### src/rtl/hazard_ctrl.sv
// hazard_ctrl
//   Pipeline sequencer for the 5-stage MIPS core. Owns the PC write enable,
//   IF/ID write/flush and the ID/EX bubble. It detects load-use hazards,
//   applies branch/jump flushes and freezes the whole pipe while data memory
//   is busy. A small FSM gates pipeline start, bounds memory waits with a
//   timeout, and keeps saturating stall/flush counters.
//
// Parameters
//   CNT_W     width of stall_cnt_o / flush_cnt_o (saturating)
//   MAX_WAIT  max consecutive mem_busy_i cycles before timeout (1..2^16-1)
//
// Ports
//   clk_i, rst_i (async, active-low)          clock / reset
//   start_i                                   pipeline run enable (level)
//   id_rs_i, id_rt_i, id_uses_rt_i            source regs of instruction in ID
//   ex_memread_i, ex_rt_i                     load in EX and its destination
//   branch_taken_i, jump_i                    control transfer resolved in ID
//   mem_busy_i                                data memory not ready
//   pc_write_o, ifid_write_o, ifid_flush_o    PC / IF-ID controls
//   idex_bubble_o, pipe_freeze_o              ID-EX bubble, back-end freeze
//   timeout_o                                 sticky memory-wait timeout
//   stall_cnt_o, flush_cnt_o                  saturating event counters
module hazard_ctrl #(
  parameter int unsigned CNT_W    = 16,
  parameter int unsigned MAX_WAIT = 64
) (
  input  logic             clk_i,
  input  logic             rst_i,
  input  logic             start_i,
  input  logic [4:0]       id_rs_i,
  input  logic [4:0]       id_rt_i,
  input  logic             id_uses_rt_i,
  input  logic             ex_memread_i,
  input  logic [4:0]       ex_rt_i,
  input  logic             branch_taken_i,
  input  logic             jump_i,
  input  logic             mem_busy_i,
  output logic             pc_write_o,
  output logic             ifid_write_o,
  output logic             ifid_flush_o,
  output logic             idex_bubble_o,
  output logic             pipe_freeze_o,
  output logic             timeout_o,
  output logic [CNT_W-1:0] stall_cnt_o,
  output logic [CNT_W-1:0] flush_cnt_o
);

  typedef enum logic [1:0] {
    S_IDLE,
    S_RUN,
    S_MEM_WAIT,
    S_HALT
  } state_t;

  localparam logic [15:0]      MAX_WAIT_L = 16'(MAX_WAIT);
  localparam logic [CNT_W-1:0] CNT_MAX    = '1;

  state_t      state, state_nxt;
  logic [15:0] wait_cnt, wait_cnt_nxt;
  logic        timeout_nxt;
  logic        load_use;
  logic        stall_inc;
  logic        flush_inc;

  // $0 is hardwired to zero, so a load targeting it never creates a hazard.
  assign load_use = ex_memread_i && (ex_rt_i != 5'd0) &&
                    ((ex_rt_i == id_rs_i) ||
                     (id_uses_rt_i && (ex_rt_i == id_rt_i)));

  always_comb begin
    pc_write_o    = 1'b0;
    ifid_write_o  = 1'b0;
    ifid_flush_o  = 1'b0;
    idex_bubble_o = 1'b0;
    pipe_freeze_o = 1'b0;
    state_nxt     = state;
    wait_cnt_nxt  = wait_cnt;
    timeout_nxt   = timeout_o;

    unique case (state)
      S_IDLE: begin
        idex_bubble_o = 1'b1;
        if (start_i) state_nxt = S_RUN;
      end

      S_RUN: begin
        if (mem_busy_i) begin
          pipe_freeze_o = 1'b1;
          state_nxt     = S_MEM_WAIT;
          wait_cnt_nxt  = 16'd1;
        end else begin
          // Load-use outranks a control transfer: the branch/jump stays in ID
          // and is taken on the following cycle once the hazard clears.
          if (load_use) begin
            idex_bubble_o = 1'b1;
          end else if (branch_taken_i || jump_i) begin
            pc_write_o   = 1'b1;
            ifid_write_o = 1'b1;
            ifid_flush_o = 1'b1;
          end else begin
            pc_write_o   = 1'b1;
            ifid_write_o = 1'b1;
          end
          if (!start_i) state_nxt = S_IDLE;
        end
      end

      S_MEM_WAIT: begin
        pipe_freeze_o = 1'b1;
        if (!mem_busy_i) begin
          state_nxt    = S_RUN;
          wait_cnt_nxt = '0;
        end else if (wait_cnt == MAX_WAIT_L) begin
          timeout_nxt = 1'b1;
          state_nxt   = S_HALT;
        end else begin
          wait_cnt_nxt = wait_cnt + 16'd1;
        end
      end

      S_HALT: begin
        pipe_freeze_o = 1'b1;
      end

      default: begin
        state_nxt = S_IDLE;
      end
    endcase
  end

  assign stall_inc = ((state == S_RUN) || (state == S_MEM_WAIT)) && !pc_write_o;
  assign flush_inc = ifid_flush_o;

  always_ff @(posedge clk_i or negedge rst_i) begin
    if (!rst_i) begin
      state       <= S_IDLE;
      wait_cnt    <= '0;
      timeout_o   <= 1'b0;
      stall_cnt_o <= '0;
      flush_cnt_o <= '0;
    end else begin
      state     <= state_nxt;
      wait_cnt  <= wait_cnt_nxt;
      timeout_o <= timeout_nxt;
      if (stall_inc && (stall_cnt_o != CNT_MAX)) stall_cnt_o <= stall_cnt_o + 1'b1;
      if (flush_inc && (flush_cnt_o != CNT_MAX)) flush_cnt_o <= flush_cnt_o + 1'b1;
    end
  end

endmodule

### config.mk
export PLATFORM = sky130hd
export DESIGN_NAME = hazard_ctrl
export DESIGN_NICKNAME = d
export VERILOG_FILES = /design/src/rtl/hazard_ctrl.sv
export SDC_FILE = /design/constraint.sdc
export NUM_CORES = 1
export LEC_CHECK = 0
export CAP_MARGIN = 25
export CORE_ASPECT_RATIO = 1.75
export CORE_MARGIN = 5
export CORE_UTILIZATION = 45
export CTS_CLUSTER_DIAMETER = 30
export DETAILED_ROUTE_END_ITERATION = 10
export HOLD_SLACK_MARGIN = 0.06
export PLACE_DENSITY = 0.72
export SYNTH_ARGS = -nofsm -noshare
export SYNTH_HDL_FRONTEND = slang
export SYNTH_SLANG_ARGS = --single-unit
### constraint.sdc
create_clock -name clk_i -period 4.9 [get_ports clk_i]
set_input_delay 0.49 -clock clk_i [delete_from_list [all_inputs] [get_ports clk_i]]
set_output_delay 0.49 -clock clk_i [all_outputs]
set_load 0.1 [all_outputs]
### Word-level counts from Yosys, hierarchy flattened

Cells that the tools add are included.

* flip-flop bits (word level): 51
* input port bits: 23
* word-level logic and storage cells: 61

* equal/unequal tests: 13
* add/sub/neg operators: 3
* reduce and logical (&&, ||, !) cells: 18
* muxes and demuxes: 22

Operator list (count)
* adder 16 x 1 -> 16 bit, second input constant: 3
* two-way mux 16 bit: 3
* inequality test 16 bit, second input constant: 2
* case mux 16 bit (2 select lines): 1
* == test 16 x 7 -> 1 bit, second input constant: 1
* == test 5 bit: 2
* two-way mux 1 bit: 10
* two-way mux 2 bit: 5
* inequality test 3 bit, second input constant: 3
* logical AND 1 bit: 6
* case mux 2 bit (3 select lines): 1
* AND reduction 3 bit: 2
* nonzero test 5 bit: 1
* == test 2 bit, second input constant: 2
* inequality test 2 bit, second input constant: 2
* case mux 1 bit (2 select lines): 2
* AND reduction 4 bit: 1
* logical OR 1 bit: 3
* nonzero test 3 bit: 1
* == test 2 x 1 -> 1 bit, second input constant: 1
* logical NOT 2 bit: 1
* nonzero test 2 bit: 1
* OR reduction 2 bit: 1
* logical NOT 1 bit: 1

### Depth between registers and ports, before layout

* depth after elaboration: 10
* depth in mapped cells: 9

### Least setup slack after synthesis

No wires, ideal clock.

* kind: input to output
* start point: input port ex_rt_i[3]
* end point: output port idex_bubble_o
* setup slack: 1016 ps
* stages on the path: 4
* data required time: 4410 ps
* buffers on the path: 0
* arrival time: 3394 ps
* cells stage by stage: xor2_1 -> nor4_1 -> a22oi_1 -> o31ai_1

* longest elaborated chain between the ends: 7
* elaborated cells between the ends (all ways): 10

RTL lines
* start, declared: line 34 `input logic [4:0] ex_rt_i,`
* == test 5 bit: line 68 `(id_uses_rt_i && (ex_rt_i == id_rt_i)));`
* logical AND 1 bit: line 68
* logical OR 1 bit: line 67 `((ex_rt_i == id_rs_i) ||`
* logical AND 1 bit (*): line 66 `assign load_use = ex_memread_i && (ex_rt_i != 5'd0) &&`
* two-way mux 1 bit (*): line 94 `if (load_use) begin`
* two-way mux 1 bit (*): line 87 `if (mem_busy_i) begin`
* case mux 1 bit (2 select lines) (*): line 80 `unique case (state)`
* end, declared: line 41 `output logic idex_bubble_o,`

Every way passes the cells marked *; elsewhere a longest branch is shown, timed or not.

### Final worst setup path

* start point: input port ex_rt_i[1]
* end point: output port ifid_flush_o

* longest elaborated chain between the ends: 7
* elaborated cells between the ends (all ways): 10

RTL lines
* == test 5 bit: line 68
* logical AND 1 bit: line 68
* logical OR 1 bit: line 67
* logical AND 1 bit (*): line 66
* two-way mux 1 bit (*): line 94
* two-way mux 1 bit (*): line 87
* two-way mux 1 bit (*): line 80
* end, declared: line 40 `output logic ifid_flush_o,`

Marks and branches as above.

==> results.md <==
- Status: finished clean
- Crit-path cells: clkdlybuf4s50_1 -> or4_1 -> o21ai_2 -> o21ai_2 -> buf_4 -> nor2_1 -> clkdlybuf4s50_1
- Num CTS Buffers: 5
- Crit Path Class: primary input to primary output
- Complex-gate fraction of the synthesized area: 0.0689
- Cell variety after synth: 45
- Worst-case vdd ir drop: 0.607 mV
- P_leak: 1.53 nW
- Mapped Nets: 318
- Initial core utilization: 0.456
- Final Hold Viols: 0
- Number of global-route vias before repair: 2323
- Maximum Capacitance Violations: 0
- Initial drt markers: 97
- Fraction of layout cells with a size suffix above 1: 0.0690
- Seq/Total Area, Yosys: 0.457
- Max-slew violations: 0
- Synth top area share: 0.457
- Slew margin rel.: 0.300
- Post-cts sizing count: 0
- Post-Synth XOR/XNOR Area: 0.154
- Final worst-path cycle share: 0.760
- Vias per cell: about 5.4
- Clock skew: 0.00659 ns
- Max Clk Rate: 0.268 GHz
- Drt wl/cell: between 10 and 15 um
- Critical Path Source Type: primary input
- Worst endpoint required time: 4.41 ns
- Die Area: 7950 sq um
- Area Overhead vs Synth: 27.6%
- Reg2reg path depth: 6
- First-pass GRT wire length: 10.8 mm
- Cell area after placement: 3470 sq um
- Largest family of logic cells by synthesized area: simple AND/OR/NAND/NOR gates
- CP max-delay cell: clkdlybuf4s50_1
- CTS tree: done
- Post CTS Setup Buffer Count: 0
- Worst slew pin tran: approximately 1.0 ns
- Remaining global-route overflow: 0
- Row cnt: 38
- RSZ-0062 raised after global routing: false
- Ranking of synthesized cells by area: dfrtp_1 (46%), xnor2_1 (8.5%), xor2_1 (6.9%), ha_1 (4.5%), nor2_1 (2.8%)
- Worst-path fanout max: 17
- Area leader, netlist: dfrtp_1
- Finished Layout Cells: 428
- Post-Synth Adder-Cell Area: 0.0448
- Die W: 69.6 um
- Final ANT Viol Nets: 0
- Hold Path Class: primary input to asynchronous set/reset pin
- Gpl congestion: 0.814
- Mapped cell area: 2800 sq um
- Multi-input gate area: 1420 sq um
- Post-synthesis mux area share: 0.0116
- Via count: ~2300
- # IOs: between 60 and 70
- Max clock buf depth: 2
- Fin area: 3570 sq um
- Drt total wl: 6.34 mm
- Sink Count: 51
- # fillers: 549
- Placed cells: 420
- Power per Cell Area: 473 nW/um^2
- Top_reg_cell synth: dfrtp_1
- R2R setup slack: around 2.4 ns
- RR Endpoint: stall_cnt_o[1]$_DFFE_PN0P_
- Mapped Cells: around 290
- Synth top cells by count: dfrtp_1 (51), xnor2_1 (27), xor2_1 (22)
- Drt drc: 0
- Clock root buffer: clkbuf_8
- H-tree depth: 2
- Largest net degree at the start of global routing: 52
- Slowest Stage Delay on Critical Path: 1.13 ns
- Global-route usage over all layers: 0.167
- Data arrival, critical path: about 3.2 ns
- Number of inserted diodes: 0
- Port bufs: 60
- Setup TNS: 0 ns
- DPL Wire Length: 4.82 mm
- Async set-reset flop share out of synthesis: 1.00
- Syn Area/Cell: 9.81 sq um
- Fin crit period: 3.72 ns
- Layout net count: 380
- # hold bufs at CTS: 0
- FF-to-FF Start: stall_cnt_o[0]$_DFFE_PN0P_
- Final setup vio count: 0
- Worst-path clk slew: about 0.090 ns
- Clock latency on the worst-skew pair: 0.30 ns
- Simple-gate share of the synthesized area: 0.229
- CP Capture Type: primary output
- Die height: 114 um
- Most common cell in the netlist: dfrtp_1
- Post-synth EDFFs: 0
- Core footprint: just over 6000 sq um
- YS warnings: 0
- Synthesis-stage register bit count: 51
- Initial antenna violation count: 0
- DRT Pass-1 Iters: 4
- Register area: between 1000 and 1500 sq um
==> flip-flops by register name, summed over array words and instances (netlist names) <==
signal and flops:
flush_cnt_o 16, stall_cnt_o 16, state 2, timeout_o 1
wait_cnt 16
==> cell families (layout without fill, tap and decap cells) <==
family	Yosys count	count (layout)
AOI/OAI and AO/OA	29	29
xor gates and xnor gates	49	49
adders and majority gates	10	10
buffers and inverters	24	87
DFF	51	51
muxes	3	3
and+or+nand+nor	119	119
==> report_power, final <==
group | internal (W) | total [W] | switching [W] | leakage, nW
logic | 0.000225 | 0.000874 | 0.000650 | 0.804
registers | 0.000479 | 0.000557 | 0.0000779 | 0.677
clock network | 0.000115 | 0.000257 | 0.000142 | 0.0474
total | 0.000819 | 0.00169 | 0.000870 | 1.53
==> worst max-delay path by stage <==
stage	startpoint	to	slack, ns
3_3_place_gp	ex_rt_i[1]	ifid_flush_o	1.19
5_1_grt	ex_rt_i[2]	ifid_flush_o	1.09
4_1_cts	ex_rt_i[1]	ifid_flush_o	1.15
2_1_floorplan	ex_rt_i[3]	idex_bubble_o	1.02
3_5_place_dp	ex_rt_i[1]	ifid_flush_o	1.15
6_report	ex_rt_i[1]	ifid_flush_o	1.18
==> critical path: cells and delay by family <==
family | cells | cell delay [ns]
buffers and inverters | 3 | 1.78
and+or+nand+nor | 2 | 0.68
AOI/OAI and AO/OA | 2 | 0.27
==> cells in the final DEF, fill, tap and decap left out, types with 8 or more instances in the layout <==
cell,instances
ha_1,10
nor2_1,21
inv_1,15
nand2_1,19
clkdlybuf4s50_1,58
nand3_1,12
nand4_1,11
nor3_1,13
xor2_1,22
o21ai_0,8
a21oi_1,8
nor4_1,9
dfrtp_1,51
and3_1,10
xnor2_1,27
==> final cells by class <==
class	count	share of cell area
multi-input combinational	210	0.398
timing repair buffer	62	0.170
inverter	17	0.0179
tap	80	0.0281
clock buffer	6	0.0231
clock inverter	2	0.00456
sequential	51	0.358
==> through the flow <==
step	hold slack [ns]	setup WS, ns	power [W]	util
floorplan	0.194	1.02	0.00122	-
global placement	0.461	1.19	0.00143	0.565
detailed placement	0.474	1.15	0.00144	0.565
CTS	0.305	1.15	0.00171	0.582
global route	0.339	1.09	0.00178	0.582
finish	0.276	1.18	0.00169	0.582
==> metal layers <==
| layer | vias up | track usage | share of wire |
|---|---|---|---|
| met2 | 44 | 0.313 | 0.57 |
| met4 | 0 | 0.0900 | 0.041 |
| met1 | 1128 | 0.171 | 0.36 |
| li1 | 1118 | - | - |
| met3 | 18 | 0.0343 | 0.030 |
| met5 | - | 0 | 0 |
Power figures use the tool's default switching activity.
